==> src/rtl/keyboard_matrix_pkg.sv <==
// Shared types and sizes for the PET keyboard matrix block and its ghost sweep.
package keyboard_matrix_pkg;

    localparam int KBD_COLS = 10;
    localparam int KBD_ROWS = 8;

    typedef logic [KBD_ROWS-1:0] kbd_col_t;
    typedef kbd_col_t [KBD_COLS-1:0] kbd_matrix_t;

    typedef enum logic [1:0] {
        IDLE  = 2'd0,
        COPY  = 2'd1,
        SWEEP = 2'd2
    } kbd_commit_state_t;

endpackage

==> src/rtl/keyboard_ghost_sweep.sv <==
// Walks the commit snapshot one column per cycle and builds the one-level ghost
// image of the matrix; the finished image is installed together with done_o.
module keyboard_ghost_sweep
    import keyboard_matrix_pkg::*;
(
    input  logic                               clk_sys_i,
    input  logic                               reset_i,
    input  logic                               sweep_en_i,
    input  logic [KBD_COLS-1:0][KBD_ROWS-1:0]  snapshot_i,
    output logic [KBD_COLS-1:0][KBD_ROWS-1:0]  ghost_o,
    output logic                               done_o
);

    logic [3:0]  col_cnt_q;
    kbd_matrix_t work_q;
    kbd_matrix_t ghost_q;
    kbd_col_t    ghost_col;

    // A column shares a ghost with every column that has a pressed key on a common row.
    always_comb begin
        ghost_col = '1;
        for (int k = 0; k < KBD_COLS; k++) begin
            if ((snapshot_i[k] | snapshot_i[col_cnt_q]) != '1)
                ghost_col = ghost_col & snapshot_i[k];
        end
    end

    assign done_o  = sweep_en_i && (col_cnt_q == 4'(KBD_COLS - 1));
    assign ghost_o = ghost_q;

    always_ff @(posedge clk_sys_i or posedge reset_i) begin
        if (reset_i) begin
            col_cnt_q <= '0;
            work_q    <= '1;
            ghost_q   <= '1;
        end else begin
            if (sweep_en_i && !done_o)
                col_cnt_q <= col_cnt_q + 4'd1;
            else
                col_cnt_q <= '0;
            if (sweep_en_i)
                work_q[col_cnt_q] <= ghost_col;
            // The last column is still combinational here, so merge it on install.
            if (done_o) begin
                for (int i = 0; i < KBD_COLS; i++)
                    ghost_q[i] <= (4'(i) == col_cnt_q) ? ghost_col : work_q[i];
            end
        end
    end

endmodule

==> src/rtl/keyboard_matrix.sv <==
// PET keyboard matrix: staged host writes, atomic commit, registered row lookup.
// Define KEYBOARD_MATRIX_GHOST_EN to add the ghost sweep and ghosted row data.
//
// state | meaning
// IDLE  | no commit in flight (without ghosting, also hosts the install cycle)
// COPY  | snapshot <= shadow
// SWEEP | ghost sweep over the snapshot; last column is the install cycle
module keyboard_matrix
    import keyboard_matrix_pkg::*;
(
    input  logic                               clk_sys_i,
    input  logic                               reset_i,
    input  logic [3:0]                         wr_addr_i,
    input  logic [KBD_ROWS-1:0]                wr_data_i,
    input  logic                               wr_strobe_i,
    output logic                               wr_ack_o,
    input  logic                               commit_i,
    output logic                               busy_o,
    input  logic [3:0]                         col_i,
    output logic [KBD_ROWS-1:0]                row_o,
    output logic [KBD_COLS-1:0][KBD_ROWS-1:0]  matrix_o,
    output logic                               any_key_o
);

    kbd_commit_state_t state_q, state_d;
    logic              pending_q, pending_d;
    kbd_matrix_t       shadow_q;
    kbd_matrix_t       snapshot_q;
    kbd_matrix_t       active_q;
    kbd_matrix_t       eff;
    logic              final_step;

`ifdef KEYBOARD_MATRIX_GHOST_EN
    kbd_matrix_t ghost;
    logic        sweep_done;

    keyboard_ghost_sweep u_ghost_sweep (
        .clk_sys_i  (clk_sys_i),
        .reset_i    (reset_i),
        .sweep_en_i (state_q == SWEEP),
        .snapshot_i (snapshot_q),
        .ghost_o    (ghost),
        .done_o     (sweep_done)
    );

    assign final_step = sweep_done;
    assign eff        = ghost;
    assign busy_o     = (state_q != IDLE);
`else
    logic install_q;

    // Install runs the cycle after COPY so active picks up the fresh snapshot.
    always_ff @(posedge clk_sys_i or posedge reset_i) begin
        if (reset_i)
            install_q <= 1'b0;
        else
            install_q <= (state_q == COPY);
    end

    assign final_step = install_q;
    assign eff        = active_q;
    assign busy_o     = (state_q != IDLE) || install_q;
`endif

    always_comb begin
        state_d   = state_q;
        pending_d = pending_q;
        if (final_step)
            pending_d = 1'b0;
        else if (commit_i && busy_o)
            pending_d = 1'b1;

        case (state_q)
            IDLE:  if (commit_i || (final_step && pending_q)) state_d = COPY;
`ifdef KEYBOARD_MATRIX_GHOST_EN
            COPY:  state_d = SWEEP;
            SWEEP: if (sweep_done) state_d = (pending_q || commit_i) ? COPY : IDLE;
`else
            COPY:  state_d = IDLE;
`endif
            default: state_d = IDLE;
        endcase
    end

    always_ff @(posedge clk_sys_i or posedge reset_i) begin
        if (reset_i) begin
            state_q    <= IDLE;
            pending_q  <= 1'b0;
            shadow_q   <= '1;
            snapshot_q <= '1;
            active_q   <= '1;
            wr_ack_o   <= 1'b0;
            row_o      <= '1;
            any_key_o  <= 1'b0;
        end else begin
            state_q   <= state_d;
            pending_q <= pending_d;
            wr_ack_o  <= wr_strobe_i;
            if (wr_strobe_i && (wr_addr_i < 4'(KBD_COLS)))
                shadow_q[wr_addr_i] <= wr_data_i;
            if (state_q == COPY)
                snapshot_q <= shadow_q;
            if (final_step)
                active_q <= snapshot_q;
            row_o     <= (col_i < 4'(KBD_COLS)) ? eff[col_i] : '1;
            any_key_o <= ~&active_q;
        end
    end

    assign matrix_o = active_q;

endmodule
==> config.mk <==
export PLATFORM = sky130hd
export DESIGN_NAME = keyboard_matrix
export DESIGN_NICKNAME = d
export VERILOG_FILES = /design/src/rtl/keyboard_matrix_pkg.sv /design/src/rtl/keyboard_ghost_sweep.sv /design/src/rtl/keyboard_matrix.sv
export SDC_FILE = /design/constraint.sdc
export NUM_CORES = 1
export LEC_CHECK = 0
export ABC_AREA = 1
export CAP_MARGIN = 10
export CELL_PAD_IN_SITES_DETAIL_PLACEMENT = 1
export CELL_PAD_IN_SITES_GLOBAL_PLACEMENT = 1
export CORE_MARGIN = 2
export CORE_UTILIZATION = 43
export CTS_CLUSTER_DIAMETER = 60
export DETAILED_ROUTE_END_ITERATION = 10
export PLACE_DENSITY = 0.84
export SLEW_MARGIN = 25
export SYNTH_ARGS = -nofsm -noshare
export SYNTH_HDL_FRONTEND = slang
export SYNTH_SLANG_ARGS = --single-unit
==> constraint.sdc <==
create_clock -name clk_sys_i -period 10.2 [get_ports clk_sys_i]
set_clock_uncertainty 0.2 [all_clocks]
set_input_delay 2.04 -clock clk_sys_i [delete_from_list [all_inputs] [get_ports clk_sys_i]]
set_output_delay 2.04 -clock clk_sys_i [all_outputs]
set_load 0.005 [all_outputs]
Word level (Yosys, flattened, before mapping)
Index checks and enable logic that the tools add are counted.
{"block": "word_totals", "register_bits": 254, "input_bits": 20, "wordCells": 64, "out_inout_bits": 91}
{"block": "op_classes", "n_mux": 10, "reduce_logical": 11, "n_eq_ne": 2, "n_lt_le_gt_ge": 5}
{"op": "$bwmux 80", "n": 1}
{"op": "$reduce_and 80->1", "n": 1}
{"op": "$bmux 8 s4", "n": 1}
{"op": "$demux 8 s4", "n": 1}
{"op": "$mux 8", "n": 3}
{"op": "$lt 4x5->1 const B", "n": 2}
{"op": "$lt 4x4->1 const B", "n": 2}
{"op": "$ge 4x1->1 const B", "n": 1}
{"op": "$logic_and 1x1->1", "n": 4}
{"op": "$mux 2", "n": 2}
{"op": "$reduce_bool 2->1", "n": 2}
{"op": "$eq 2x1->1 const B", "n": 1}
{"op": "$logic_not 2->1", "n": 1}
{"op": "$logic_or 1x1->1", "n": 2}
{"op": "$mux 1", "n": 2}
{"op": "$ne 2x2->1 const B", "n": 1}
{"op": "$logic_not 1->1", "n": 1}

Depth between registers and ports, before layout
{"block": "depth", "word_depth": 5, "mapped_depth": 7, "ltp_nobuf": 7}

Worst setup path after synthesis
No wires, ideal clock.
{"block": "synth_path", "path_kind": "flip-flop to output port", "from": "register state_q[0]", "to": "output busy_o", "arrival_ns": 1.042, "path_stages_with_launch": 5, "setup_slack_ns": 6.918, "path_cell_list": "dfrtp_1 > clkbuf_1 > inv_2 > clkbuf_1 > nand2_1"}
{"block": "synth_via", "elab_chain_len": 2}
{"element": "from (decl)", "line_no": "keyboard_matrix.sv:25", "rtl": "kbd_commit_state_t state_q, state_d;"}
{"element": "from (signal assigned)", "line_no": "keyboard_matrix.sv:96", "rtl": "state_q <= state_d;"}
{"element": "$reduce_bool 2->1", "line_no": "keyboard_matrix.sv:62", "rtl": "assign busy_o = (state_q != IDLE) || install_q;"}
{"element": "$logic_or 1x1->1", "line_no": "keyboard_matrix.sv:62"}
{"element": "to (decl)", "line_no": "keyboard_matrix.sv:18", "rtl": "output logic busy_o,"}
Every way passes these cells.

Worst setup path after layout
{"block": "layout_path", "from": "register install_q, in the netlist final_step", "to": "output busy_o"}
{"block": "layout_via", "elab_chain_len": 1}
{"element": "from (decl)", "line_no": "keyboard_matrix.sv:50", "rtl": "logic install_q;"}
{"element": "from (signal assigned)", "line_no": "keyboard_matrix.sv:57", "rtl": "install_q <= (state_q == COPY);"}
{"element": "$logic_or 1x1->1", "line_no": "keyboard_matrix.sv:62"}
Every way passes these cells.

==> reports/qor.csv <==
metric;value;unit
status;completed;
dp_hpwl;21440;um
crit_path_start_kind;flip-flop;
drive_gt1_frac;0.2348;
start_util;0.4372;
synth-seq-cells;253;
dieHeight;161.3;um
synth_area;10630;sq um
wl_met1;14060;um
insertion_delay;0.55;ns
hold_viol_final;0;
cts_sinks;253;
tightest_slew;1.050;ns
postRouteAntennaNets;0;
cts_buffer_depth;3;
yosysUniqueCellTypes;18;
maxCapViolations;0;
die_area;26000;sq um
routedWlPerCell;19.66;um
synthCells;1207;
numCtsBuffers;29;
dr_wl_met2;15620;um
drt-initial-drc-count;584;
timing.final.ws_setup;5.200;ns
ctsResizeCount;0;
fp.coreArea;24320;sq um
gp_congestion;0.8679;
placementRows;57;
min_period_over_period;0.4902;
setup_violations;0;
max_stage_delay;0.74;ns
wl;32320;um
post_cts.repair.setup_buffers;0;
slew_violations;0;
antennaDiodeCount;0;
fin_crit;5.000;ns
layout_commonest_cell;nand2_1;
pin_count;111;
crit_type;flip-flop to output pin;
synth_top_family_by_area;simple AND/OR/NAND/NOR gates;
htreeDepth;1;
arrival;2.76;ns
yosysSeqAreaShare;0.6246;
endpoint_kind;output pin;
cp_slowest_cell;dfrtp_4;
path_clk_slew;0.06;ns
drt_pass1_iterations;5;
leakage;5.449;nW
die_w;161.3;um
dpl_worst_slack;5.757;ns
grt_max_degree;117;
final_cell_mix;nand2_1 (525), dfstp_2 (248), o21ai_0 (161), clkdlybuf4s50_1 (109), inv_1 (85);
post-route-util;0.5321;
synthAdderAreaFrac;0;
wl_met3;1766;um
muxShareOfSynthArea;0;
synth_compound_area_frac;0.08696;
synthSimpleGateAreaFrac;0.2292;
overflow;0;
min_path_type;flip-flop to flip-flop;
rsz0062_at_grt;false;
grt_pass1_vias;8822;
fmax;200.0;MHz
path_cells;clkinv_1 -> nand2_1 -> clkdlybuf4s50_1;
synth.avg_cell_area;8.809;sq um
portBuffers;110;
required;7.96;ns
vdd_ir_drop_max;0.1157;mV
ctsHoldBuffers;0;
grt_pass1_wl;49940;um
syn_nets;1227;
finalSetupTns;0;ns
cts_tree;done;
synthToLayoutAreaGrowth;21.70;%
finalNetCount;1319;
maxUsedRoutingLayer;met4;
synth_xor_area_frac;0;
avgViaCountPerCell;5.200;
remaining_drc_errors;0;
grt_usage;0.2495;
path_max_fanout;53;
yosysWarnings;0;
slew_headroom;0.3000;
p_per_area;268.0;nW/um^2
fin_hold_ws;0.2539;ns
num_vias;8549;
ctsRootBufferMaster;clkbuf_16;
grt_antenna_before_repair;0;
## per-layer routing
layer,GRT usage,up-vias
li1,-,3966
met1,0.3419,4252
met2,0.4253,276
met3,0.02517,55
met4,0.07062,0
met5,0,-
## synth_stat cells
| cell type | number | share of area |
|---|---|---|
| nand2_1 | 525 | 0.19 |
| dfstp_2 | 248 | 0.61 |
| o21ai_0 | 161 | 0.076 |
| inv_1 | 87 | 0.031 |
| nor2_1 | 51 | 0.018 |
| nand3_1 | 40 | 0.019 |
| clkbuf_1 | 32 | 0.011 |
| nand4_1 | 12 | 0.0071 |
| buf_6 | 10 | 0.011 |
| buf_1 | 8 | 0.0028 |
| o21ai_1 | 8 | 0.0038 |
| a21oi_1 | 6 | 0.0028 |
| buf_2 | 5 | 0.0024 |
| dfrtp_1 | 5 | 0.012 |
| a211oi_1 | 4 | 0.0028 |
| clkinv_1 | 2 | 0.00071 |
| inv_2 | 2 | 0.00071 |
| a21boi_4 | 1 | 0.0018 |
## cells by family (layout without fill, tap and decap cells)
logic type             Yosys count  count (layout)
and+or+nand+nor                628             628
AOI/OAI and AO/OA              180             180
buffers and inverters          146             259
DFF                            253             253
## state kept, by name (all words and copies together) (netlist names)
signal / flops
pending_q: 1
snapshot_q: 80
wr_ack_o: 1
row_o: 8
final_step: 1
matrix_o: 80
shadow_q: 80
state_q: 1
any_key_o: 1
## worst paths after layout
path,from,end,slack [ns],cells past startpoint
hold / removal,snapshot_q[75],matrix_o[75],0.25,2
setup reg to reg,final_step,matrix_o[12],8.00,2
max in group asynchronous,reset_i,snapshot_q[45],6.78,4
min in group asynchronous,reset_i,pending_q,1.90,2
setup / recovery,final_step,busy_o,5.20,3
hold reg to reg,snapshot_q[75],matrix_o[75],0.25,2
## metrics by stage
step | cells | power [mW] | instance area, sq um
2_1_floorplan | 1207 | 1.931 | 10630
3_3_place_gp | 1591 | 2.332 | 11900
3_5_place_dp | 1591 | 2.374 | 11900
4_1_cts | 1643 | 3.486 | 12910
5_1_grt | 1644 | 3.630 | 12940
6_report | 1644 | 3.468 | 12940
## worst max-delay path: cells and delay by family, from the launching register on
kind	cells	cell delay [ns]
buffers and inverters	2	1.25
flip-flops	1	0.74
AND/OR/NAND/NOR	1	0.22
## power by group
part | internal [mW] | switching, mW | leakage [nW]
Combinational | 0.311 | 0.369 | 2.31
Clock | 0.679 | 0.417 | 0.501
Sequential | 1.46 | 0.237 | 2.64
## layout make-up
class                      count  area, sq um
fill                        2815        11380
sequential                   253         6646
clock inverter                11        165.2
inverter                      91        349.1
multi-input combinational    808         3362
clock buffer                  41        850.8
timing repair buffer         116         1161
tap                          324        405.4
Power figures use the tool's default switching activity.
